===== config.mk =====
export PLATFORM = sky130hd
export DESIGN_NAME = hack_cpu_ctrl
export DESIGN_NICKNAME = d
export VERILOG_FILES = /design/src/rtl/hack_pkg.sv /design/src/rtl/hack_jump_unit.sv /design/src/rtl/hack_cpu_ctrl.sv
export SDC_FILE = /design/constraint.sdc
export NUM_CORES = 1
export LEC_CHECK = 0
export ABC_CLOCK_PERIOD_IN_PS = 8100
export CORE_ASPECT_RATIO = 1.75
export CORE_MARGIN = 4
export CORE_UTILIZATION = 32
export DETAILED_ROUTE_END_ITERATION = 10
export GPL_TIMING_DRIVEN = 1
export PLACE_DENSITY = 0.57
export SYNTH_ARGS = -nofsm -noshare
export SYNTH_HDL_FRONTEND = slang
export SYNTH_SLANG_ARGS = --single-unit

===== constraint.sdc =====
create_clock -name clk -period 8.1 [get_ports clk]
set_input_delay 0.81 -clock clk [delete_from_list [all_inputs] [get_ports clk]]
set_output_delay 0.81 -clock clk [all_outputs]
set_load 0.1 [all_outputs]

===== src/rtl/hack_pkg.sv =====
// Shared types and instruction-field positions for the Hack CPU control unit.
// The TRAP state is only reachable when HACK_CPU_TRAP_EN is defined.
package hack_pkg;

    typedef enum logic [2:0] {
        FETCH,
        DECODE,
        READ,
        EXEC,
        WRITE,
        TRAP
    } state_e;

    localparam int IR_TYPE    = 15;
    localparam int IR_A       = 12;
    localparam int IR_COMP_HI = 11;
    localparam int IR_COMP_LO = 6;
    localparam int IR_DEST_HI = 5;
    localparam int IR_DEST_LO = 3;
    localparam int IR_JMP_HI  = 2;
    localparam int IR_JMP_LO  = 0;

    // Bit indices inside the 3-bit dest and jmp fields.
    localparam int DEST_A = 2;
    localparam int DEST_D = 1;
    localparam int DEST_M = 0;
    localparam int JMP_LT = 2;
    localparam int JMP_EQ = 1;
    localparam int JMP_GT = 0;

    function automatic logic is_c_instr(input logic [15:0] ir);
        return ir[IR_TYPE];
    endfunction

endpackage


===== src/rtl/hack_jump_unit.sv =====
// Combinational jump condition: compares the ALU sign/zero flags against the
// lt/eq/gt mask of a C-instruction.
module hack_jump_unit
    import hack_pkg::*;
(
    input  logic [2:0] jmp,
    input  logic       zr,
    input  logic       ng,
    output logic       jump
);

    assign jump = (jmp[JMP_LT] & ng) |
                  (jmp[JMP_EQ] & zr) |
                  (jmp[JMP_GT] & ~ng & ~zr);

endmodule


===== src/rtl/hack_cpu_ctrl.sv =====
// Multi-cycle Hack CPU control unit: fetch/decode, ALU operand steering, A/D/PC
// ownership and data-memory handshakes. Define HACK_CPU_TRAP_EN for the trap port.
module hack_cpu_ctrl
    import hack_pkg::*;
#(
    parameter int              PC_W     = 15,
    parameter logic [PC_W-1:0] RESET_PC = '0
) (
    input  logic            clk,
    input  logic            reset,
    output logic            imem_req,
    output logic [PC_W-1:0] imem_addr,
    input  logic            imem_ack,
    input  logic [15:0]     imem_rdata,
    output logic            dmem_rd,
    output logic            dmem_we,
    output logic [14:0]     dmem_addr,
    output logic [15:0]     dmem_wdata,
    input  logic            dmem_ack,
    input  logic [15:0]     dmem_rdata,
    output logic [15:0]     alu_x,
    output logic [15:0]     alu_y,
    output logic            alu_zx,
    output logic            alu_nx,
    output logic            alu_zy,
    output logic            alu_ny,
    output logic            alu_f,
    output logic            alu_no,
    input  logic [15:0]     alu_out,
    input  logic            alu_zr,
    input  logic            alu_ng,
    output logic [PC_W-1:0] pc_o
`ifdef HACK_CPU_TRAP_EN
    ,
    output logic            trap
`endif
);

    state_e          state_q, state_d;
    logic [PC_W-1:0] pc_q, pc_d, pc_inc;
    logic [15:0]     areg_q, areg_d;
    logic [15:0]     dreg_q, dreg_d;
    logic [15:0]     mreg_q, mreg_d;
    logic [15:0]     ir_q, ir_d;
    logic [14:0]     waddr_q, waddr_d;
    logic [15:0]     wdata_q, wdata_d;
    logic [2:0]      dest;
    logic            jump;
    logic            illegal_c;

    assign dest   = ir_q[IR_DEST_HI:IR_DEST_LO];
    assign pc_inc = pc_q + PC_W'(1);

`ifdef HACK_CPU_TRAP_EN
    assign illegal_c = ir_q[14:13] != 2'b11;
    assign trap      = (state_q == TRAP);
`else
    assign illegal_c = 1'b0;
`endif

    hack_jump_unit u_jump (
        .jmp  (ir_q[IR_JMP_HI:IR_JMP_LO]),
        .zr   (alu_zr),
        .ng   (alu_ng),
        .jump (jump)
    );

    always_comb begin
        state_d = state_q;
        pc_d    = pc_q;
        areg_d  = areg_q;
        dreg_d  = dreg_q;
        mreg_d  = mreg_q;
        ir_d    = ir_q;
        waddr_d = waddr_q;
        wdata_d = wdata_q;
        case (state_q)
            FETCH: begin
                if (imem_ack) begin
                    ir_d    = imem_rdata;
                    state_d = DECODE;
                end
            end
            DECODE: begin
                if (!is_c_instr(ir_q)) begin
                    areg_d  = {1'b0, ir_q[14:0]};
                    pc_d    = pc_inc;
                    state_d = FETCH;
                end else if (illegal_c) begin
                    state_d = TRAP;
                end else if (ir_q[IR_A]) begin
                    state_d = READ;
                end else begin
                    state_d = EXEC;
                end
            end
            READ: begin
                if (dmem_ack) begin
                    mreg_d  = dmem_rdata;
                    state_d = EXEC;
                end
            end
            // Write address and jump target both come from A before this instruction.
            EXEC: begin
                if (dest[DEST_D]) dreg_d = alu_out;
                if (dest[DEST_A]) areg_d = alu_out;
                waddr_d = areg_q[14:0];
                wdata_d = alu_out;
                pc_d    = jump ? areg_q[PC_W-1:0] : pc_inc;
                state_d = dest[DEST_M] ? WRITE : FETCH;
            end
            WRITE: begin
                if (dmem_ack) state_d = FETCH;
            end
            TRAP: begin
                state_d = TRAP;
            end
            default: begin
                state_d = FETCH;
            end
        endcase
    end

    always_ff @(posedge clk or posedge reset) begin
        if (reset) begin
            state_q <= FETCH;
            pc_q    <= RESET_PC;
            areg_q  <= '0;
            dreg_q  <= '0;
            mreg_q  <= '0;
            ir_q    <= '0;
            waddr_q <= '0;
            wdata_q <= '0;
        end else begin
            state_q <= state_d;
            pc_q    <= pc_d;
            areg_q  <= areg_d;
            dreg_q  <= dreg_d;
            mreg_q  <= mreg_d;
            ir_q    <= ir_d;
            waddr_q <= waddr_d;
            wdata_q <= wdata_d;
        end
    end

    // Requests come straight from the state so that reset drops them immediately.
    assign imem_req   = (state_q == FETCH) & ~reset;
    assign dmem_rd    = (state_q == READ)  & ~reset;
    assign dmem_we    = (state_q == WRITE) & ~reset;
    assign imem_addr  = pc_q;
    assign pc_o       = pc_q;
    assign dmem_addr  = (state_q == WRITE) ? waddr_q : areg_q[14:0];
    assign dmem_wdata = wdata_q;

    assign alu_x  = dreg_q;
    assign alu_y  = ir_q[IR_A] ? mreg_q : areg_q;
    assign alu_zx = ir_q[IR_COMP_HI];
    assign alu_nx = ir_q[IR_COMP_HI-1];
    assign alu_zy = ir_q[IR_COMP_HI-2];
    assign alu_ny = ir_q[IR_COMP_HI-3];
    assign alu_f  = ir_q[IR_COMP_LO+1];
    assign alu_no = ir_q[IR_COMP_LO];

endmodule


==> impl_metrics.csv, run 1 <==
group,metric,value,unit
yosys,synth_area,0.00545,mm2
sta,hold_viol_final,0,
place,portBuffers,155,
yosys,ys_seq_area_frac,0.518,
floorplan,row_count,62,
clock_network,clock_latency,400,ps
sta,tns,0,ps
detailed_routing,wire_per_inst,18.6,um
sta,clock.fmax,0.245,GHz
clock_network,cts_made_buffers,17,
place,placed_area,0.00702,mm2
detailed_routing,wl,16.0,mm
clock_network,post_cts_buffers,0,
cells_and_area,layout_commonest_cell,"clkdlybuf4s50_1",
clock_network,cts_max_level,4,
global_route,grt_first_pass_wirelength,25.2,mm
yosys,synth.avg_cell_area,11.1,um2
place,gp_routability_congestion,0.800,
critical_path,worst_ep_required_time,7290,ps
sta,setup_violations,0,
worst_hold_path,hold_start,"waddr_q[14]$_DFFE_PP0P_",
detailed_routing,postRouteAntennaNets,0,
sta,drv_slew,0,
floorplan,io_pins,156,
detailed_routing,viasPerCell,4.84,
critical_path,max_stage_delay,1150,ps
critical_path,worst-setup-path-type,"input port to primary output",
global_route,grt_use_met2,0.312,
detailed_routing,drt_iter0_drc,120,
run_status,status,"complete, no violations",
cells_and_area,finalCoreUtilization,0.460,
sta,tightest_slew,1050,ps
yosys,yosysWarningCount,0,
cells_and_area,layout_common_cells,"clkdlybuf4s50_1 (155), nand2_1 (120), dfrtp_1 (113), mux2_2 (79), mux2i_1 (25)",
critical_path,critPathLaunchType,"input port",
critical_path,cp-startpoint,"reset",
sta,fin_crit,4080,ps
sta,skew,9.09,ps
floorplan,die_w,107,um
global_route,grt_use_total,0.171,
floorplan,die_height,181,um
detailed_routing,vias,4173,
run,drv_cap,0,
sta,relSlewSlack,0.297,
yosys,syn-instance-count,490,
sta,rsz0062_at_grt,"no",
floorplan,coreArea,0.0166,mm2
yosys,ys_types,46,
worst_hold_path,hold_path_class,"flip-flop to flip-flop",
clock_network,cts_hold_buf,0,
critical_path,cp.arrival,3270,ps
detailed_routing,drcViolationCount,0,
critical_path,regToRegStartpoint,"state_q[1]$_DFFE_PP0P_",
critical_path,cp_max_fo,57,
yosys,ys_seq_elements,113,
yosys,syn-num-nets,545,
cells_and_area,area_delta_synth_final,40.1,%
critical_path,cp-end-kind,"primary output",
cells_and_area,stdcell_area,0.00764,mm2
floorplan,start_util,0.329,
global_route,grt_start_max_net_pins,59,
cells_and_area,layout-drive-gt1-share,0.201,
clock_network,clock_path_buffers,2,
clock_network,path_clk_slew,50,ps
global_route,grt_overflow,0,
clock_network,cts_tree,"done",
global_route,grt.met1_usage,0.181,
critical_path,worstPathCellList,"clkdlybuf4s50_1, inv_4, and2_1, clkdlybuf4s50_1",
global_route,antenna_found_initial,1,
critical_path,crit_path_frequent_cell,"clkdlybuf4s50_1",
detailed_routing,firstDrtPassIters,4,
critical_path,cp_slowest_cell,"clkdlybuf4s50_1",
global_route,gr-usage-met3,0.0407,
floorplan,die-area,0.0193,mm2
clock_network,root_buffer,"clkbuf_16",
sta,post-route-period-util,0.504,
cells_and_area,nNetsFinal,679,
global_route,busiest_layer,"met2",
place,dp_hpwl,11.8,mm
global_route,grt_pass1_vias,4438,
clock_network,cts_sinks,113,
clock_network,cts_resized,0,
## logic make-up (layout without fill, tap and decap cells)
| kind of cell | after synthesis | count (layout) | share of synthesized area |
|---|---|---|---|
| simple gates | 168 | 168 | 0.146 |
| flops | 113 | 113 | 0.518 |
| mux | 104 | 104 | 0.209 |
| compound gates | 52 | 52 | 0.0629 |
| buf+inv | 52 | 199 | 0.0610 |
| fa+ha+maj | 1 | 1 | 0.00229 |
| other cells | 0 | 1 | 0 |
## state kept, by name, indices dropped and copies added, names as in the netlist
signal,flops
areg_q,16
mreg_q,16
alu_x,16
state_q,3
waddr_q,15
ir_q,16
imem_addr,15
dmem_wdata,16
## synth_stat cells, drive strengths merged
library cell    n  share of area
nor4            1         0.0011
mux2i          25          0.046
nor2b           4         0.0046
nor2            3         0.0034
o21a            1         0.0014
ha              1         0.0023
a22oi           3         0.0041
nand3b          1         0.0037
or3b            1         0.0016
or4             1         0.0014
a32o            1         0.0018
and2            3         0.0034
and4            3         0.0048
buf            36          0.050
nand3           7         0.0064
a2bb2oi         9          0.014
dfrtp         113           0.52
o221a           1         0.0021
inv             6         0.0041
a21o            1         0.0014
nor3b           3         0.0080
clkbuf         10         0.0069
o21bai          1         0.0014
o22ai           1         0.0011
nand2b          4         0.0060
and3            4         0.0046
nand4          11          0.013
o21ai          17          0.016
mux2           79           0.16
o2111ai         1         0.0016
o311ai          1         0.0016
a31oi           1         0.0011
nand2         121          0.084
nor3            1        0.00092
o211ai          2         0.0028
a21oi          12          0.012
## area by class of cell
cell class              count  area [um2]
clock inverters            13         161
multi-input cells         325        2290
diodes                      1        2.50
inverters                   6        25.0
well taps                 224         280
clock buffers              19         453
repair buffers            161        1600
flip-flops and latches    113        2830
fillers                  1625        8960
## path summary, 6_finish.rpt
check	to	slack, ps	depth (start not counted)
max	dmem_we	4020	4
min	waddr_q[14]$_DFFE_PP0P_	470	2
max reg2reg	alu_x[7]$_DFFE_PP0P_	5490	4
min reg2reg	waddr_q[14]$_DFFE_PP0P_	470	2
max in group asynchronous	imem_addr[0]$_DFFE_PP0P_	5890	3
min in group asynchronous	waddr_q[0]$_DFFE_PP0P_	950	2
## layer usage
metal,vias up,share of wire
met5,-,0
met4,0,0.037
met3,25,0.046
met2,131,0.56
met1,2058,0.36
li1,1959,-
## worst max-delay path: cells and delay by family
| family | cells | cell delay (ps) |
|---|---|---|
| buffers and inverters | 3 | 2190 |
| AND/OR/NAND/NOR | 1 | 230 |
## through the flow
step	hold slack [ps]	instances	setup WS, ps
after floorplan	440	490	3140
after global placement	453	829	3980
after detailed placement	461	829	3960
after CTS	475	861	3960
after global routing	486	862	3840
final	472	862	4020
Power of run 1 is left out: the tool's default activity adds up to more than one toggle a clock period on the data nets, which glitch-free logic cannot reach.
==> run 2: changes to the inputs <==
--- a/config.mk
+++ b/config.mk
@@ -5,13 +5,13 @@
 export SDC_FILE = /design/constraint.sdc
 export NUM_CORES = 1
 export LEC_CHECK = 0
-export ABC_CLOCK_PERIOD_IN_PS = 8100
+export ABC_CLOCK_PERIOD_IN_PS = 3500
 export CORE_ASPECT_RATIO = 1.75
 export CORE_MARGIN = 4
 export CORE_UTILIZATION = 32
 export DETAILED_ROUTE_END_ITERATION = 10
 export GPL_TIMING_DRIVEN = 1
-export PLACE_DENSITY = 0.57
+export PLACE_DENSITY = 0.6
 export SYNTH_ARGS = -nofsm -noshare
 export SYNTH_HDL_FRONTEND = slang
 export SYNTH_SLANG_ARGS = --single-unit
==> constraint.sdc (replaced) <==
create_clock -name clk -period 3.5 [get_ports clk]
set_input_delay 0.35 -clock clk [delete_from_list [all_inputs] [get_ports clk]]
set_output_delay 0.35 -clock clk [all_outputs]
set_load 0.1 [all_outputs]
==> run 2 against run 1 <==
  * Global-route usage increased by 0.088 points
  * Die area unchanged
  * Via count decreased by 0.81%
  * Utilization decreased by 0.53 points
  * Setup slack got worse by 3000 ps
  * Clock-buffer cell count increased by 5
  * Hold slack got worse by 41 ps
  * Final cell count unchanged
  * Non-clock buffer count increased by 3
  * Critical path type is now flip-flop to primary output
  * Critical endpoint is now dmem_addr[8]
==> impl_metrics.csv, run 2 (synthesized netlist as in run 1, its figures left out) <==
group,metric,value,unit
critical_path,worst_ep_required_time,3150,ps
detailed_routing,viasPerCell,4.80,
critical_path,r2r_cells,4,
clock_network,post_cts_buffers,0,
sta,hold_viol_final,0,
sta,rsz0062_at_grt,"no",
clock_network,cts_sinks,113,
cells_and_area,finalCoreUtilization,0.455,
detailed_routing,firstDrtPassIters,5,
critical_path,cp_max_fo,16,
sta,drv_slew,0,
floorplan,die_w,107,um
clock_network,cts_hold_buf,0,
clock_network,cts_tree,"done",
sta,fin_crit,2450,ps
critical_path,cp-end-kind,"primary output",
critical_path,worst-setup-path-type,"flip-flop to primary output",
detailed_routing,wire_per_inst,18.5,um
worst_hold_path,hold_path_class,"input port to asynchronous set/reset pin",
cells_and_area,layout_commonest_cell,"clkdlybuf4s50_1",
detailed_routing,drcViolationCount,0,
global_route,grt_start_max_net_pins,51,
clock_network,path_clk_slew,50,ps
clock_network,cts_max_level,4,
cells_and_area,fillCellCount,1600,
sta,worst_slack,1050,ps
detailed_routing,vias,4139,
place,portBuffers,155,
cells_and_area,area_delta_synth_final,38.5,%
global_route,grt_use_total,0.172,
global_route,grt_pass1_vias,4531,
run_status,status,"complete, no violations",
place,dp_slack,1100,ps
detailed_routing,wl,16.0,mm
clock_network,root_buffer,"clkbuf_16",
sta,setup_violations,0,
cells_and_area,antenna_cells,0,
clock_network,clock_latency,400,ps
sta,post-route-period-util,0.700,
cells_and_area,layout_common_cells,"clkdlybuf4s50_1 (121), nand2_1 (120), dfrtp_1 (113), mux2_2 (79), buf_4 (42)",
cells_and_area,nNetsFinal,682,
floorplan,die_height,181,um
place,placed_area,0.00698,mm2
critical_path,cp.arrival,2100,ps
global_route,grt_first_pass_wirelength,25.7,mm
detailed_routing,drt_iter0_drc,179,
global_route,grt_overflow,0,
floorplan,io_pins,156,
sta,clock.fmax,0.408,GHz
cells_and_area,stdcell_area,0.00755,mm2
clock_network,cts_made_buffers,17,
sta,skew,6.62,ps
sta,tns,0,ps
place,dp_hpwl,11.9,mm
cells_and_area,regArea,0.00283,mm2
place,gp_routability_congestion,0.816,
detailed_routing,postRouteAntennaNets,0,
sta,tightest_slew,1070,ps
run,drv_cap,0,
floorplan,coreArea,0.0166,mm2
clock_network,clock_path_buffers,2,
critical_path,critPathLaunchType,"flip-flop",
cells_and_area,multi_input_area,0.00230,mm2
global_route,antenna_found_initial,0,
clock_network,cts_resized,0,
floorplan,row_count,62,
floorplan,die-area,0.0193,mm2
cells_and_area,layout-drive-gt1-share,0.252,
floorplan,start_util,0.329,
sta,relSlewSlack,0.286,
-- run 2: changes by cell type in the layout (fill, tap and decap cells not counted), sizes merged --
| cell | previous run | this run |
|---|---|---|
| buf | 6 | 43 |
| bufinv | 3 | 2 |
| clkbuf | 19 | 24 |
| clkdlybuf4s50 | 155 | 121 |
| clkinv | 3 | 4 |
| clkinvlp | 7 | 1 |
| diode | 1 | 0 |
| inv | 6 | 5 |
-- run 2: through the flow --
| stage | hold slack (ps) | instances |
|---|---|---|
| 6_report | 431 | 862 |
| 5_1_grt | 457 | 862 |
| 4_1_cts | 443 | 862 |
| 3_5_place_dp | 461 | 832 |
| 3_3_place_gp | 454 | 832 |
| 2_1_floorplan | 440 | 490 |
-- run 2: layer usage --
| layer | routed length (um) | global-route usage | up-vias |
|---|---|---|---|
| li1 | - | - | 1970 |
| met1 | 5900 | 0.193 | 2061 |
| met2 | 9280 | 0.321 | 98 |
| met3 | 586 | 0.0361 | 10 |
| met4 | 198 | 0.0502 | 0 |
| met5 | 0 | 0 | - |
-- run 2: cell type report --
type	instances	share of cell area
clock inverter	6	0.0106
clock buffer	24	0.0651
multi-input combinational	325	0.305
inverter	6	0.00348
timing repair buffer	164	0.205
tap	224	0.0371
sequential	113	0.374
-- run 2: worst max-delay path, cell delays in order, from the launching register on --
cell	delay (ps)
dfrtp_1	560
nor3b_2	230
buf_4	270
mux2_2	390
buf_4	240
-- run 2: path summary, 6_finish.rpt --
| check | startpoint | endpoint | slack [ps] |
|---|---|---|---|
| max | state_q[2]$_DFFE_PP0P_ | dmem_addr[8] | 1050 |
| min in group clk | waddr_q[8]$_DFFE_PP0P_ | waddr_q[8]$_DFFE_PP0P_ | 470 |
| min | reset | waddr_q[7]$_DFFE_PP0P_ | 430 |
| max in group asynchronous | reset | dmem_wdata[12]$_DFFE_PP0P_ | 2100 |
| max reg2reg | state_q[2]$_DFFE_PP0P_ | imem_addr[4]$_DFFE_PP0P_ | 1120 |
| min reg2reg | waddr_q[8]$_DFFE_PP0P_ | waddr_q[8]$_DFFE_PP0P_ | 470 |
Power of run 2 is left out for the same reason.
